[src/rtl/omp_atom_select_if.sv]
// ============================================================================
// Module   : omp_atom_select_if
// Purpose  : Correlation-stream and selection-result bundle for omp_atom_select.
// Revision : 1.0 - initial release
// ============================================================================
`default_nettype none

interface omp_atom_select_if #(
    parameter int DATA_W = 48,
    parameter int IDX_W  = 6
);
    logic                     start;
    logic                     col_valid;
    logic signed [DATA_W-1:0] col_data;
    logic [IDX_W-1:0]         col_idx;
    logic                     scan_done;
    logic                     mask_clear;

    logic                     busy;
    logic                     sel_valid;
    logic [IDX_W-1:0]         best_idx;
    logic [DATA_W-2:0]        best_abs;
    logic                     found;
    logic [IDX_W:0]           sel_count;

    modport master (
        output start, col_valid, col_data, col_idx, scan_done, mask_clear,
        input  busy, sel_valid, best_idx, best_abs, found, sel_count
    );

    modport slave (
        input  start, col_valid, col_data, col_idx, scan_done, mask_clear,
        output busy, sel_valid, best_idx, best_abs, found, sel_count
    );
endinterface

`default_nettype wire

[src/rtl/omp_atom_select.sv]
// ============================================================================
// Module   : omp_atom_select
// Purpose  : OMP atom selection - arg-max of |correlation| over one column scan.
//            Optional selected-atom exclusion mask: define OMP_ATOM_SELECT_MASK_EN.
// Revision : 1.0 - initial release
// ============================================================================
`default_nettype none

module omp_atom_select #(
    parameter int DATA_W    = 48,
    parameter int IDX_W     = 6,
    parameter int NUM_ATOMS = 64
) (
    input  wire                  clk,
    input  wire                  rst_n,
    omp_atom_select_if.slave     bus
);

    typedef enum logic [1:0] {
        ST_IDLE = 2'd0,
        ST_SCAN = 2'd1,
        ST_DONE = 2'd2
    } state_t;

    state_t            state_q;
    logic [DATA_W-2:0] max_abs_q;
    logic [IDX_W-1:0]  max_idx_q;
    logic              hit_q;

    logic              busy_q;
    logic              sel_valid_q;
    logic [IDX_W-1:0]  best_idx_q;
    logic [DATA_W-2:0] best_abs_q;
    logic              found_q;

    logic [DATA_W-2:0] max_abs_d;
    logic [IDX_W-1:0]  max_idx_d;
    logic              hit_d;

    logic [DATA_W-1:0] w_neg;
    logic [DATA_W-2:0] w_abs;
    logic              w_in_range;
    logic              w_masked;
    logic              w_accept;
    logic              w_commit;

    assign w_neg      = ~bus.col_data + {{(DATA_W-1){1'b0}}, 1'b1};
    assign w_in_range = ({1'b0, bus.col_idx} < (IDX_W+1)'(NUM_ATOMS));
    assign w_accept   = (state_q == ST_SCAN) && bus.col_valid && w_in_range && !w_masked;
    assign w_commit   = (state_q == ST_SCAN) && !bus.start && bus.scan_done && hit_d;

    // The most negative input has no positive twin; clamp it to the largest magnitude.
    always_comb begin
        w_abs = bus.col_data[DATA_W-2:0];
        if (bus.col_data[DATA_W-1]) begin
            if (w_neg[DATA_W-1]) begin
                w_abs = '1;
            end else begin
                w_abs = w_neg[DATA_W-2:0];
            end
        end
    end

    // Strict greater-than keeps the earliest column on a tie.
    always_comb begin
        max_abs_d = max_abs_q;
        max_idx_d = max_idx_q;
        hit_d     = hit_q;
        if (w_accept && (!hit_q || (w_abs > max_abs_q))) begin
            max_abs_d = w_abs;
            max_idx_d = bus.col_idx;
            hit_d     = 1'b1;
        end
    end

    always_ff @(posedge clk or negedge rst_n) begin
        if (!rst_n) begin
            state_q     <= ST_IDLE;
            max_abs_q   <= '0;
            max_idx_q   <= '0;
            hit_q       <= 1'b0;
            busy_q      <= 1'b0;
            sel_valid_q <= 1'b0;
            best_idx_q  <= '0;
            best_abs_q  <= '0;
            found_q     <= 1'b0;
        end else begin
            sel_valid_q <= 1'b0;
            case (state_q)
                ST_IDLE: begin
                    if (bus.start) begin
                        state_q   <= ST_SCAN;
                        busy_q    <= 1'b1;
                        max_abs_q <= '0;
                        max_idx_q <= '0;
                        hit_q     <= 1'b0;
                    end
                end
                ST_SCAN: begin
                    if (bus.start) begin
                        max_abs_q <= '0;
                        max_idx_q <= '0;
                        hit_q     <= 1'b0;
                    end else begin
                        max_abs_q <= max_abs_d;
                        max_idx_q <= max_idx_d;
                        hit_q     <= hit_d;
                        if (bus.scan_done) begin
                            state_q     <= ST_DONE;
                            busy_q      <= 1'b0;
                            sel_valid_q <= 1'b1;
                            found_q     <= hit_d;
                            best_idx_q  <= hit_d ? max_idx_d : '0;
                            best_abs_q  <= hit_d ? max_abs_d : '0;
                        end
                    end
                end
                ST_DONE: begin
                    state_q <= ST_IDLE;
                end
                default: begin
                    state_q <= ST_IDLE;
                    busy_q  <= 1'b0;
                end
            endcase
        end
    end

`ifdef OMP_ATOM_SELECT_MASK_EN
    localparam logic [IDX_W:0] c_max_count = (IDX_W+1)'(NUM_ATOMS);

    logic [NUM_ATOMS-1:0] mask_q;
    logic [IDX_W:0]       sel_count_q;

    assign w_masked = w_in_range && mask_q[bus.col_idx];

    // A clear arriving with a commit wins.
    always_ff @(posedge clk or negedge rst_n) begin
        if (!rst_n) begin
            mask_q      <= '0;
            sel_count_q <= '0;
        end else if (bus.mask_clear) begin
            mask_q      <= '0;
            sel_count_q <= '0;
        end else if (w_commit) begin
            mask_q[max_idx_d] <= 1'b1;
            if (sel_count_q != c_max_count) begin
                sel_count_q <= sel_count_q + 1'b1;
            end
        end
    end

    assign bus.sel_count = sel_count_q;
`else
    logic w_unused_mask;

    assign w_masked      = 1'b0;
    assign w_unused_mask = bus.mask_clear | w_commit;
    assign bus.sel_count = '0;
`endif

    assign bus.busy      = busy_q;
    assign bus.sel_valid = sel_valid_q;
    assign bus.best_idx  = best_idx_q;
    assign bus.best_abs  = best_abs_q;
    assign bus.found     = found_q;

endmodule

`default_nettype wire

[src/flat_wrapper.sv]
// flat-port wrapper written by rule: the top's interface ports become plain ports
module omp_atom_select_flat 
#(
    parameter int DATA_W    = 48,
    parameter int IDX_W     = 6,
    parameter int NUM_ATOMS = 64
)
  (clk, rst_n, bus_start, bus_col_valid, bus_col_data, bus_col_idx, bus_scan_done, bus_mask_clear, bus_busy, bus_sel_valid, bus_best_idx, bus_best_abs, bus_found, bus_sel_count);
  omp_atom_select_if #(.DATA_W(DATA_W), .IDX_W(IDX_W)) bus_i ();
  input  wire clk;
  input  wire rst_n;
  input wire logic [$bits(bus_i.start)-1:0] bus_start;
  input wire logic [$bits(bus_i.col_valid)-1:0] bus_col_valid;
  input wire logic [$bits(bus_i.col_data)-1:0] bus_col_data;
  input wire logic [$bits(bus_i.col_idx)-1:0] bus_col_idx;
  input wire logic [$bits(bus_i.scan_done)-1:0] bus_scan_done;
  input wire logic [$bits(bus_i.mask_clear)-1:0] bus_mask_clear;
  output wire logic [$bits(bus_i.busy)-1:0] bus_busy;
  output wire logic [$bits(bus_i.sel_valid)-1:0] bus_sel_valid;
  output wire logic [$bits(bus_i.best_idx)-1:0] bus_best_idx;
  output wire logic [$bits(bus_i.best_abs)-1:0] bus_best_abs;
  output wire logic [$bits(bus_i.found)-1:0] bus_found;
  output wire logic [$bits(bus_i.sel_count)-1:0] bus_sel_count;
  assign bus_i.start = bus_start;
  assign bus_i.col_valid = bus_col_valid;
  assign bus_i.col_data = bus_col_data;
  assign bus_i.col_idx = bus_col_idx;
  assign bus_i.scan_done = bus_scan_done;
  assign bus_i.mask_clear = bus_mask_clear;
  assign bus_busy = bus_i.busy;
  assign bus_sel_valid = bus_i.sel_valid;
  assign bus_best_idx = bus_i.best_idx;
  assign bus_best_abs = bus_i.best_abs;
  assign bus_found = bus_i.found;
  assign bus_sel_count = bus_i.sel_count;
  omp_atom_select #(.DATA_W(DATA_W), .IDX_W(IDX_W), .NUM_ATOMS(NUM_ATOMS)) u_core (.clk(clk), .rst_n(rst_n), .bus(bus_i));
endmodule
[config.mk]
export PLATFORM = sky130hd
export DESIGN_NAME = omp_atom_select_flat
export DESIGN_NICKNAME = d
export VERILOG_FILES = /design/src/rtl/omp_atom_select_if.sv /design/src/rtl/omp_atom_select.sv /design/src/flat_wrapper.sv
export SDC_FILE = /design/constraint.sdc
export NUM_CORES = 1
export LEC_CHECK = 0
export CORE_ASPECT_RATIO = 1.2
export CORE_UTILIZATION = 49
export DETAILED_ROUTE_END_ITERATION = 10
export GPL_ROUTABILITY_DRIVEN = 0
export PLACE_DENSITY = 0.85
export SYNTH_ARGS = -nofsm -noshare
export SYNTH_HDL_FRONTEND = slang
export SYNTH_SLANG_ARGS = --single-unit
[constraint.sdc]
create_clock -name clk -period 2.6 [get_ports clk]
set_input_delay 0.39 -clock clk [delete_from_list [all_inputs] [get_ports clk]]
set_output_delay 0.39 -clock clk [all_outputs]
set_load 0.01 [all_outputs]
* Yosys cells after proc, flatten, opt, wreduce, memory -nomap -nowiden
Index checks and enable logic that the tools add are counted.
** Operators by class
- Add/sub/neg operators :: 1
- $lt $le $gt $ge :: 1
- Equality and inequality tests :: 5
- Muxes and demuxes :: 27
- Bitwise operators :: 3
- Reduce and logical (&&, ||, !) cells :: 10
** Operator list (number)
- 47-bit two-way mux :: 6
- 47-bit one-hot mux with 2 select lines :: 1
- 48-bit by 1-bit adder with 48-bit output (second input constant) :: 1
- 48-bit NOT :: 1
- 47-bit greater-than comparator :: 1
- 6-bit two-way mux :: 4
- 6-bit one-hot mux with 2 select lines :: 1
- 1-bit two-way mux :: 9
- 2-bit two-way mux :: 3
- 2-bit inequality test (second input constant) :: 3
- 3-bit AND reduction :: 2
- 2-bit one-hot mux with 2 select lines :: 1
- 4-bit AND reduction :: 1
- 1-bit one-hot mux with 3 select lines :: 1
- 2-bit by 1-bit == test with 1-bit output (second input constant) :: 1
- 2-bit == test (second input constant) :: 1
- 1-bit logical AND :: 2
- 2-bit zero test :: 1
- 1-bit NOT :: 2
- 1-bit one-hot mux with 2 select lines :: 1
- 2-bit AND reduction :: 1
- 2-bit nonzero test :: 1
- 1-bit zero test :: 1
- 1-bit logical OR :: 1
** Word-level totals
- Register bits after elaboration :: 112
- Output and inout port bits :: 63

* Longest topological paths before layout
Gate-level depths: netlist of the first run.
- Word-level depth :: 10
- Depth in mapped cells :: 19

* Least setup slack after synthesis of the first run
OpenSTA, ideal clock, no wires.
- Kind :: input to register
- Start point :: in bus_col_data[11]
- End point :: reg u_core.max_abs_q[11]
- Data arrival time :: 5.071 ns
- Setup slack :: -2.538 ns
- Cell stages on the path :: 17
- Buffers on the path :: 4
- Cells stage by stage :: or4_4 > or4b_4 > buf_6 > or2_1 > buf_6 > o41ai_1 > mux2i_1 > ha_1 > nand4_1 > nor3_1 > o41ai_1 > a31oi_1 > o31ai_1 > a21o_1 > clkbuf_1 > clkbuf_1 > a22o_1
** Between the ends
- Longest elaborated chain between the ends :: 10
** RTL lines
- start: declaration :: line flat_wrapper.sv:14 : input wire logic [$bits(bus_i.col_data)-1:0] bus_col_data;
- 48-bit NOT :: line omp_atom_select.sv:47 : assign w_neg = ~bus.col_data + {{(DATA_W-1){1'b0}}, 1'b1};
- 48-bit by 1-bit adder with 48-bit output :: line omp_atom_select.sv:47
- 47-bit two-way mux :: line omp_atom_select.sv:56 : if (w_neg[DATA_W-1]) begin
- 47-bit two-way mux (*) :: line omp_atom_select.sv:55 : if (bus.col_data[DATA_W-1]) begin
- 47-bit greater-than comparator :: line omp_atom_select.sv:69 : if (w_accept && (!hit_q || (w_abs > max_abs_q))) begin
- 1-bit logical OR :: line omp_atom_select.sv:69
- 1-bit logical AND :: line omp_atom_select.sv:69
- 47-bit two-way mux (*) :: line omp_atom_select.sv:69
- 47-bit two-way mux (*) :: line omp_atom_select.sv:100 : if (bus.start) begin
- 47-bit one-hot mux with 2 select lines (*) :: line omp_atom_select.sv:89 : case (state_q)
- end signal: assignment :: line omp_atom_select.sv:105 : max_abs_q <= max_abs_d;
- end: declaration :: line omp_atom_select.sv:26 : logic [DATA_W-2:0] max_abs_q;
Every way passes the cells marked *; elsewhere a longest branch is shown, timed or not.
A chain may end at the register's enable or synchronous reset.

* Final worst setup path of the first run
- Start point :: in bus_col_data[5]
- End point :: reg u_core.best_abs_q[45], in the netlist u_core.bus.best_abs[45]
** Between the ends
- Longest elaborated chain between the ends :: 9
- Elaborated cells between the ends (all ways) :: 10
- Classes of those cells :: add/sub: 1; order compare: 1; mux: 5; bitwise: 1; reduce/logical: 2
** RTL lines
- 48-bit NOT :: line omp_atom_select.sv:47
- 48-bit by 1-bit adder with 48-bit output :: line omp_atom_select.sv:47
- 47-bit two-way mux :: line omp_atom_select.sv:56
- 47-bit two-way mux (*) :: line omp_atom_select.sv:55
- 47-bit greater-than comparator :: line omp_atom_select.sv:69
- 1-bit logical OR :: line omp_atom_select.sv:69
- 1-bit logical AND :: line omp_atom_select.sv:69
- 47-bit two-way mux or 1-bit two-way mux (tied branches) :: line omp_atom_select.sv:69
- 47-bit two-way mux (*) :: line omp_atom_select.sv:114 : best_abs_q <= hit_d ? max_abs_d : '0;
- end signal: assignment :: line omp_atom_select.sv:114
- end: declaration :: line omp_atom_select.sv:33 : logic [DATA_W-2:0] best_abs_q;
Marked as above.

==> results.py, run 1 <==
metrics = {
    "critical_path": {
        "crit_path_max_fanout": 17,
        "timing.setup.critical_path_class": "input port to register",
        "end_kind": "register",
        "worst_setup_path_start_kind": "input port",
        "r2r_end": "u_core.bus.best_abs[45]",
        "r2r_slack_ns": -0.81,
        "r2r_start": "u_core.max_abs_q[8]",
        "cp_data_required_time_ns": 2.86,
        "startpoint": "bus_col_data[5]",
        "cp_data_arrival_time_ns": 5.43,
        "endpoint": "u_core.bus.best_abs[45]",
        "rr_worst_depth": 14,
    },
    "grt": {
        "track_usage_pct": 38.6,
        "grt_pass1_wl_um": 43700,
        "use_met3_pct": 9.14,
        "gr-usage-met1_pct": 45.6,
        "grt_max_degree": 52,
        "busiest_layer": "met2",
        "gr-usage-met2_pct": 62.5,
        "grt_pass1_vias": 8139,
        "overflow": 0,
        "antenna_found_initial": 0,
    },
    "timing": {
        "worst_slew_pin_slew_ns": 0.722,
        "fin_crit_sh_pct": 199,
        "setup_ws_ns": -2.57,
        "min_period_ns": 5.17,
        "rsz0062_at_grt": "true",
        "hold_violations": 0,
        "finalMaxSlewViolations": 0,
        "slew-limit-headroom_pct": 51.9,
        "max_freq_mhz": 194,
        "fin_worst_skew_ns": 0.0106,
        "setup_tns_ns": -254.13,
        "finalSetupViolCount": 106,
    },
    "clocking": {
        "cts_hold_buffers": 0,
        "clk_latency_ns": 0.39,
        "cts_tree": "done",
        "cts_made_buffers": 9,
        "cts.clk_slew.worst_paths_ns": 0.08,
        "clock_tree.buffer_depth": 2,
        "root_buffer": "clkbuf_16",
        "htree_levels": 3,
        "clkSinkCount": 112,
    },
    "power": {
        "leakage_nw": 5.28,
        "power.internal_mw": 3.69,
        "sequentialPowerShare_pct": 36.2,
        "max-vdd-ir-drop_mv": 0.359,
        "clockPowerShare_pct": 25.6,
        "swShare_pct": 35.3,
        "power.density_mw_per_mm2": 501,
        "finalPower_mw": 5.71,
        "p_comb_share_pct": 38.2,
        "p_sw_mw": 2.01,
    },
    "floorplanning": {
        "fp-row-count": 47,
        "coreArea_mm2": 0.0139,
        "start_util_pct": 50.6,
        "io_pins": 123,
        "die-area_mm2": 0.0149,
        "die_y_um": 133,
        "die_w_um": 111,
    },
    "synth": {
        "ys_warn_count": 0,
        "ys.flop_type": "dfrtp_1",
        "synth_adder_area_share_pct": 8.52,
        "synth_edf_count": 0,
        "synth_mux_area_share_pct": 3.27,
        "synth_area_per_cell_um2": 9.37,
        "synthCells": 752,
        "yosysSeqAreaShare_pct": 39.8,
        "synth_top_cell_area_share_pct": 39.8,
        "synth_cell_types": 60,
        "synth_area_mm2": 0.00705,
        "synthXorXnorAreaFrac_pct": 3.98,
        "synth.area.top_cells": "dfrtp_1, ha_1, a22o_1",
        "ys_ff_latch": 112,
        "synth_top_family_by_area": "compound AO/OA/AOI/OAI gates",
        "synth-simple-area-share_pct": 14.8,
        "ys_async_sr_fraction_pct": 100,
        "synth_area_leader_cell": "dfrtp_1",
        "synth-compound-area-share_pct": 22.6,
    },
    "finish": {
        "nFillCells": 643,
        "multi_input_area_mm2": 0.00452,
        "synthToLayoutAreaGrowth_pct": 61.6,
        "num_antenna_cells": 0,
        "postLayoutCoreUtil_pct": 81.7,
        "seq_area_mm2": 0.00280,
        "mostFrequentLayoutCell": "buf_4",
        "final_cell_mix": "buf_4, dfrtp_1, clkdlybuf4s50_1, nand2_1, inv_1",
        "layout-drive-gt1-share_pct": 33.9,
        "final_nets": 1165,
    },
    "routing": {
        "vias_per_cell": 7.09,
        "ant_nets": 0,
        "wl_um": 34400,
        "wl_per_cell_um": 27.9,
        "dr.pass1.iters": 11,
        "drt_iter0_drc": 1420,
        "drcViolationCount": 8,
        "vias": 8741,
    },
    "min_path": {
        "hold_path_class": "input port to async pin",
    },
    "outcome": {
        "violations": "design-rule violations, negative setup slack",
        "status": "complete, but fails checks",
    },
    "placement": {
        "port_buffers": 114,
        "dp_hpwl_um": 15600,
    },
    "run": {
        "max-cap-violations": 0,
    },
}
registers in the layout, summed over array words and instances, names as in the netlist, 2 cells and up:
name	flops
u_core.max_abs_q	47
u_core.bus.best_abs	47
u_core.max_idx_q	6
u_core.state_q	2
u_core.bus.best_idx	6
cell usage after synthesis, types with 4 or more instances:
library cell / n
or2_2: 4
o41ai_1: 10
a22o_1: 43
clkbuf_1: 34
dfrtp_1: 112
nand4_1: 13
xnor2_1: 5
buf_4: 7
or4_1: 4
and3_1: 33
a21oi_1: 34
o2bb2ai_1: 4
nor4_1: 8
nand3_1: 13
a211oi_1: 5
a221o_1: 28
ha_1: 48
buf_2: 5
or3_1: 7
xor2_1: 27
inv_1: 66
mux2i_1: 23
nor2_1: 23
o31ai_1: 16
nor3_1: 5
nand2_1: 77
o21ai_0: 50
kinds of logic after synthesis:
| group | count (synthesis) |
|---|---|
| AND/OR/NAND/NOR | 204 |
| other | 1 |
| flip-flops | 112 |
| multiplexers | 23 |
| AO/OA/AOI/OAI | 214 |
| adder cells (fa/ha/maj) | 48 |
| buffers and inverters | 118 |
| XOR/XNOR | 32 |
area by class of cell:
cell class / instances / area share, %
Clock inverter: 7 / 0.637
Sequential cell: 112 / 24.6
Multi-Input combinational cell: 529 / 39.7
Tap cell: 171 / 1.88
Clock buffer: 9 / 1.98
Inverter: 67 / 2.23
Timing Repair Buffer: 338 / 29.0
metal layers:
metal | share of wire (%) | wire length [um] | vias to the layer above
met4 | 10 | 3490 | 0
met1 | 33 | 11300 | 4088
met3 | 14 | 4660 | 345
met2 | 44 | 15000 | 953
met5 | 0 | 0 | -
li1 | - | - | 3355
worst min-delay path by stage:
stage | startpoint | depth (start not counted) | slack [ns] | end
3_3_place_gp | rst_n | 1 | 0.46 | u_core.bus.best_abs[28]
5_1_grt | rst_n | 1 | 0.1 | u_core.bus.best_abs[28]
4_1_cts | rst_n | 1 | 0.07 | u_core.bus.best_abs[28]
2_1_floorplan | rst_n | 0 | 0.09 | u_core.bus.best_abs[0]
6_report | rst_n | 1 | 0.04 | u_core.bus.best_abs[28]
3_5_place_dp | rst_n | 1 | 0.47 | u_core.bus.best_abs[28]
metrics by stage:
| stage | setup WS (ns) | cells | hold slack (ns) | instance area, um2 |
|---|---|---|---|---|
| 2_1_floorplan | -1.98 | 758 | 0.0944 | 7200 |
| 3_3_place_gp | -2.76 | 1171 | 0.463 | 9650 |
| 3_5_place_dp | -2.88 | 1171 | 0.467 | 9650 |
| 4_1_cts | -1.94 | 1209 | 0.0702 | 10600 |
| 5_1_grt | -2.58 | 1233 | 0.0980 | 11400 |
| 6_report | -2.57 | 1233 | 0.0439 | 11400 |
repair_timing:
action / 4_1_cts / 5_1_grt
setup buffers: 14 / 21
pin swaps: 29 / 64
gates resized for setup: 124 / 109
cloned: 8 / 7
setup endpoints to repair: 106 / 106
critical path, stage by stage:
cell,delay [ns]
buf_6,0.09
or4_4,0.53
or4_4,0.54
buf_6,0.15
buf_12,0.12
nor4b_4,0.32
buf_4,0.21
nand2_2,0.11
buf_12,0.18
nand2_1,0.12
ha_1,0.27
a21oi_1,0.16
o21ai_0,0.16
a221oi_1,0.47
buf_4,0.20
a21oi_2,0.06
o31ai_4,0.26
buf_6,0.16
clkbuf_16,0.15
buf_12,0.10
buf_6,0.12
mux2i_2,0.43
o21ai_1,0.09
power by group through the flow:
stage,registers [mW],logic [mW],clock network (mW)
6_report,2.07,2.18,1.46
5_1_grt,2.08,2.25,1.52
4_1_cts,2.03,1.73,1.44
3_5_place_dp,2.06,1.54,0
3_3_place_gp,2.06,1.49,0
2_1_floorplan,2.10,0.666,0
Note: power is estimated with default switching activity, not from simulation.
==> inputs of run 2 (changes only) <==
CORE_ASPECT_RATIO = not set   (was 1.2)
==> results.py, run 2 (synthesis gave the netlist of run 1 again) <==
metrics = {
    "finish": {
        "final_cell_mix": "buf_4, dfrtp_1, clkdlybuf4s50_1, nand2_1, inv_1",
        "postLayoutCoreUtil_pct": 78.6,
        "synthToLayoutAreaGrowth_pct": 55.4,
        "stdcell_count": 1238,
        "final_nets": 1161,
        "num_antenna_cells": 0,
        "layout-drive-gt1-share_pct": 30.8,
        "mostFrequentLayoutCell": "buf_4",
    },
    "timing": {
        "setup_ws_ns": -2.77,
        "fin_crit_sh_pct": 207,
        "hold_violations": 0,
        "worst_slew_pin_slew_ns": 0.832,
        "setup_tns_ns": -283.31,
        "finalSetupViolCount": 106,
        "max_freq_mhz": 186,
        "fin_worst_skew_ns": 0.0103,
        "finalMaxSlewViolations": 0,
        "min_period_ns": 5.37,
        "rsz0062_at_grt": "true",
        "slew-limit-headroom_pct": 44.1,
    },
    "floorplanning": {
        "start_util_pct": 50.6,
        "coreArea_mm2": 0.0139,
        "die-area_mm2": 0.0149,
        "fp-row-count": 43,
        "die_w_um": 122,
        "io_pins": 123,
        "die_y_um": 122,
    },
    "clocking": {
        "cts_made_buffers": 9,
        "clock_tree.buffer_depth": 2,
        "root_buffer": "clkbuf_16",
        "clk_latency_ns": 0.38,
        "cts_tree": "done",
        "htree_levels": 3,
        "cts_hold_buffers": 0,
        "cts.clk_slew.worst_paths_ns": 0.08,
        "clkSinkCount": 112,
    },
    "placement": {
        "place_inst": 1183,
        "dp_hpwl_um": 15600,
        "port_buffers": 114,
        "pre_cts_ws_ns": -2.92,
    },
    "critical_path": {
        "cp_data_arrival_time_ns": 5.67,
        "timing.setup.critical_path_class": "input port to register",
        "crit_path_max_fanout": 6,
        "worst_setup_path_start_kind": "input port",
        "end_kind": "register",
        "r2r_slack_ns": -0.63,
        "cp_data_required_time_ns": 2.90,
    },
    "routing": {
        "wl_met1_um": 10500,
        "ant_nets": 0,
        "vias": 8399,
        "drcViolationCount": 0,
        "wl_met3_um": 3980,
        "met2_length_um": 13800,
        "drt_iter0_drc": 1405,
        "dr.pass1.iters": 7,
        "wl_per_cell_um": 25.0,
        "wl_um": 30900,
        "routed.top_layer": "met4",
        "vias_per_cell": 6.78,
    },
    "grt": {
        "grt_max_degree": 49,
        "overflow": 0,
        "antenna_found_initial": 0,
        "grt_pass1_vias": 8234,
        "grt_pass1_wl_um": 43300,
        "track_usage_pct": 38.8,
    },
    "min_path": {
        "hold_path_class": "input port to async pin",
    },
    "run": {
        "max-cap-violations": 0,
    },
    "outcome": {
        "status": "complete, but fails checks",
        "violations": "negative setup slack",
    },
    "power": {
        "power.density_mw_per_mm2": 520,
        "max-vdd-ir-drop_mv": 0.372,
        "finalPower_mw": 5.69,
        "leakage_nw": 5.18,
    },
}
run 2: cell types whose count changed in the layout (fill, tap and decap cells not counted), sizes merged:
cell           previous run  this run
clkbuf                   15        11
bufinv                    0         3
clkinv                    3         1
bufbuf                    1         0
clkdlybuf4s15             3         4
clkdlybuf4s50            97        96
dlygate4sd2               4         5
inv                      71        70
run 2: metrics by stage:
| stage | area, um2 | hold WS, ns |
|---|---|---|
| 3_5_place_dp | 9720 | 0.415 |
| 3_3_place_gp | 9720 | 0.409 |
| 4_1_cts | 10700 | 0.0209 |
| 2_1_floorplan | 7200 | 0.0944 |
| 5_1_grt | 10900 | 0.0376 |
| 6_report | 10900 | 0.0178 |
run 2: final timing paths:
| kind | startpoint | endpoint | cells past startpoint |
|---|---|---|---|
| setup / recovery | bus_col_data[35] | u_core.max_abs_q[42] | 22 |
| hold / removal | rst_n | u_core.bus.best_idx[0] | 1 |
| setup reg to reg | u_core.max_abs_q[19] | u_core.max_abs_q[42] | 14 |
| hold reg to reg | u_core.bus.best_idx[4] | u_core.bus.best_idx[4] | 2 |
| max in group asynchronous | rst_n | u_core.bus.best_abs[38] | 2 |
| min in group clk | u_core.bus.best_idx[4] | u_core.bus.best_idx[4] | 2 |
run 2: metal layers:
layer  vias up  GRT usage, %
met1      3893          46.0
met4         0          26.5
met5         -             0
met3       314          11.8
met2       842          60.3
li1       3350             -
run 2: report_power, final:
| group | internal [mW] | switching, mW |
|---|---|---|
| sequential | 1.92 | 0.150 |
| combinational | 0.951 | 0.962 |
| clock | 0.957 | 0.751 |
| total | 3.83 | 1.86 |
run 2: layout make-up:
cell class	count	area [um2]
Multi-Input combinational cell	529	4320
Clock inverter	7	125
Inverter	67	251
Clock buffer	9	225
Sequential cell	112	2800
Tap cell	180	225
Timing Repair Buffer	334	3000
Fill cell	784	2990
run 2: critical path, cell delays in order:
cell             delay (ns)
clkdlybuf4s50_1        0.41
or4_1                  0.53
nor4_1                 0.18
buf_4                  0.20
nand2_1                0.11
o31ai_1                0.72
xor2_1                 0.49
and2_1                 0.27
inv_1                  0.08
ha_1                   0.32
buf_4                  0.12
nand4_1                0.19
nor4_4                 0.25
nand2_2                0.14
a21oi_4                0.18
o31ai_4                0.10
buf_6                  0.14
buf_6                  0.12
nor3_4                 0.22
buf_6                  0.18
buf_12                 0.13
a22o_1                 0.17
run 2: timing repair:
item / 4_1_cts / 5_1_grt
gates cloned: 2 / 3
buffers inserted: 27 / 12
gates resized for setup: 117 / 47
setup endpoints to repair: 106 / 106
pin swaps: 31 / 24
==> inputs of run 3 (changes only) <==
CTS_CLUSTER_SIZE = 40   (was not set)
GPL_ROUTABILITY_DRIVEN = not set   (was 0)
==> results.py, run 3 (synthesis gave the netlist of run 1 again) <==
metrics = {
    "routing": {
        "drcViolationCount": 1,
        "vias_per_cell": 7.10,
        "vias": 8941,
        "dr.pass1.iters": 11,
        "drt_iter0_drc": 1849,
        "ant_nets": 0,
        "wl_um": 36000,
        "wl_per_cell_um": 28.6,
    },
    "clocking": {
        "root_buffer": "clkbuf_16",
        "clock_tree.buffer_depth": 2,
        "htree_levels": 3,
        "cts.clk_slew.worst_paths_ns": 0.09,
        "clk_latency_ns": 0.39,
        "cts_tree": "done",
        "cts_made_buffers": 9,
        "clkSinkCount": 112,
    },
    "floorplanning": {
        "coreArea_mm2": 0.0139,
        "die_w_um": 122,
        "fp-row-count": 43,
        "die_y_um": 122,
        "die-area_mm2": 0.0149,
        "io_pins": 123,
        "start_util_pct": 50.6,
    },
    "timing": {
        "finalSetupViolCount": 106,
        "setup_ws_ns": -3.27,
        "finalMaxSlewViolations": 0,
        "fin_crit_sh_pct": 226,
        "rsz0062_at_grt": "true",
        "fin_worst_skew_ns": 0.0160,
        "hold_violations": 0,
        "min_period_ns": 5.87,
        "worst_slew_pin_slew_ns": 0.805,
        "max_freq_mhz": 170,
        "slew-limit-headroom_pct": 46.0,
    },
    "placement": {
        "port_buffers": 114,
        "place_inst": 1188,
        "dp_hpwl_um": 15600,
        "placed_cell_area_mm2": 0.00977,
        "place.gp.congestion": 0.940,
    },
    "finish": {
        "postLayoutCoreUtil_pct": 80.4,
        "stdcell_count": 1260,
        "mostFrequentLayoutCell": "buf_4",
        "nFillCells": 700,
        "final_nets": 1183,
        "synthToLayoutAreaGrowth_pct": 59.0,
        "num_antenna_cells": 0,
        "final_area_mm2": 0.0112,
        "final_cell_mix": "buf_4, dfrtp_1, clkdlybuf4s50_1, nand2_1, inv_1",
        "layout-drive-gt1-share_pct": 31.9,
    },
    "power": {
        "power.density_mw_per_mm2": 510,
        "max-vdd-ir-drop_mv": 0.356,
        "leakage_nw": 5.31,
    },
    "grt": {
        "grt_pass1_vias": 8438,
        "overflow": 0,
        "grt_max_degree": 58,
        "antenna_found_initial": 1,
        "track_usage_pct": 41.0,
        "grt_pass1_wl_um": 45500,
    },
    "critical_path": {
        "crit_path_max_fanout": 28,
        "path_cells": "buf_2 -> or4_4 -> or4_4 -> buf_12 -> nor4b_4 -> buf_4 -> buf_4 -> nand2_2 -> buf_12 -> nand2_1 -> ha_1 -> a211oi_1 -> nor2_1 -> o31ai_2 -> a21oi_4 -> buf_4 -> o31ai_4 -> nor2_4 -> a221o_1",
        "end_kind": "register",
        "crit_path_top_delay_cell": "o31ai_2",
        "timing.setup.critical_path_class": "input port to register",
        "cp_data_arrival_time_ns": 6.13,
        "cp_data_required_time_ns": 2.86,
        "crit_top_cell": "buf_4",
        "crit_path_max_incr_delay_ns": 0.64,
        "worst_setup_path_start_kind": "input port",
    },
    "min_path": {
        "hold_path_class": "input port to async pin",
    },
    "outcome": {
        "violations": "design-rule violations, negative setup slack",
        "status": "complete, but fails checks",
    },
    "run": {
        "max-cap-violations": 0,
    },
}
run 3: final cells by class:
type / instances / area (um2) / area share (%)
Inverter: 67 / 254 / 2.27
Tap cell: 180 / 225 / 2.01
Clock inverter: 5 / 55.1 / 0.491
Clock buffer: 11 / 253 / 2.26
Timing Repair Buffer: 354 / 3260 / 29.1
Sequential cell: 112 / 2800 / 25.0
Multi-Input combinational cell: 531 / 4360 / 38.9
run 3: report_power, final:
part           switching, mW  leakage [nW]  internal [mW]
registers              0.158          1.52           1.92
logic                   1.08          3.64           1.02
clock network          0.732         0.148          0.798
total                   1.97          5.31           3.74
run 3: per-layer routing:
metal | up-vias | share of wire [%] | global-route usage, %
met5 | - | 0 | 0
met4 | 0 | 11 | 29.6
met2 | 1033 | 40 | 62.6
li1 | 3400 | - | -
met1 | 4097 | 33 | 50.3
met3 | 411 | 16 | 10.3
run 3: worst max-delay path: cells and delay by family:
kind	cells	cell delay, ns
AND/OR/NAND/NOR	7	2.10
adder cells (fa/ha/maj)	1	0.34
buffers and inverters	6	1.01
AO/OA/AOI/OAI	5	2.26
run 3: metrics by stage:
stage | hold slack [ns] | setup WS, ns | setup TNS (ns) | power, mW
6_report | 0.470 | -3.27 | -326.21 | 5.71
5_1_grt | 0.502 | -3.36 | -339.45 | 5.86
3_5_place_dp | 0.318 | -3.04 | -309.31 | 3.61
4_1_cts | 0.473 | -2.05 | -208.09 | 5.24
3_3_place_gp | 0.314 | -2.92 | -297.90 | 3.56
2_1_floorplan | 0.0944 | -1.98 | -206.10 | 2.77
run 3: timing repair:
item	4_1_cts	5_1_grt
buffers inserted	39	9
endpoints found under the hold margin	22	0
resized for setup	96	60
gates cloned	8	2
setup endpoints to repair	106	106
hold buffers	1	0
pin swaps	27	25
run 3: final timing paths:
path / end / cells after the start / slack [ns] / start
setup / recovery: u_core.bus.best_abs[19] / 19 / -3.27 / bus_col_data[4]
hold / removal: u_core.state_q[1] / 2 / 0.47 / rst_n
min in group clk: u_core.bus.best_idx[3] / 2 / 0.50 / u_core.bus.best_idx[3]
hold reg to reg: u_core.bus.best_idx[3] / 2 / 0.50 / u_core.bus.best_idx[3]
setup reg to reg: u_core.bus.best_abs[19] / 10 / -1.29 / u_core.max_abs_q[4]
max in group asynchronous: u_core.max_abs_q[21] / 3 / 1.28 / rst_n
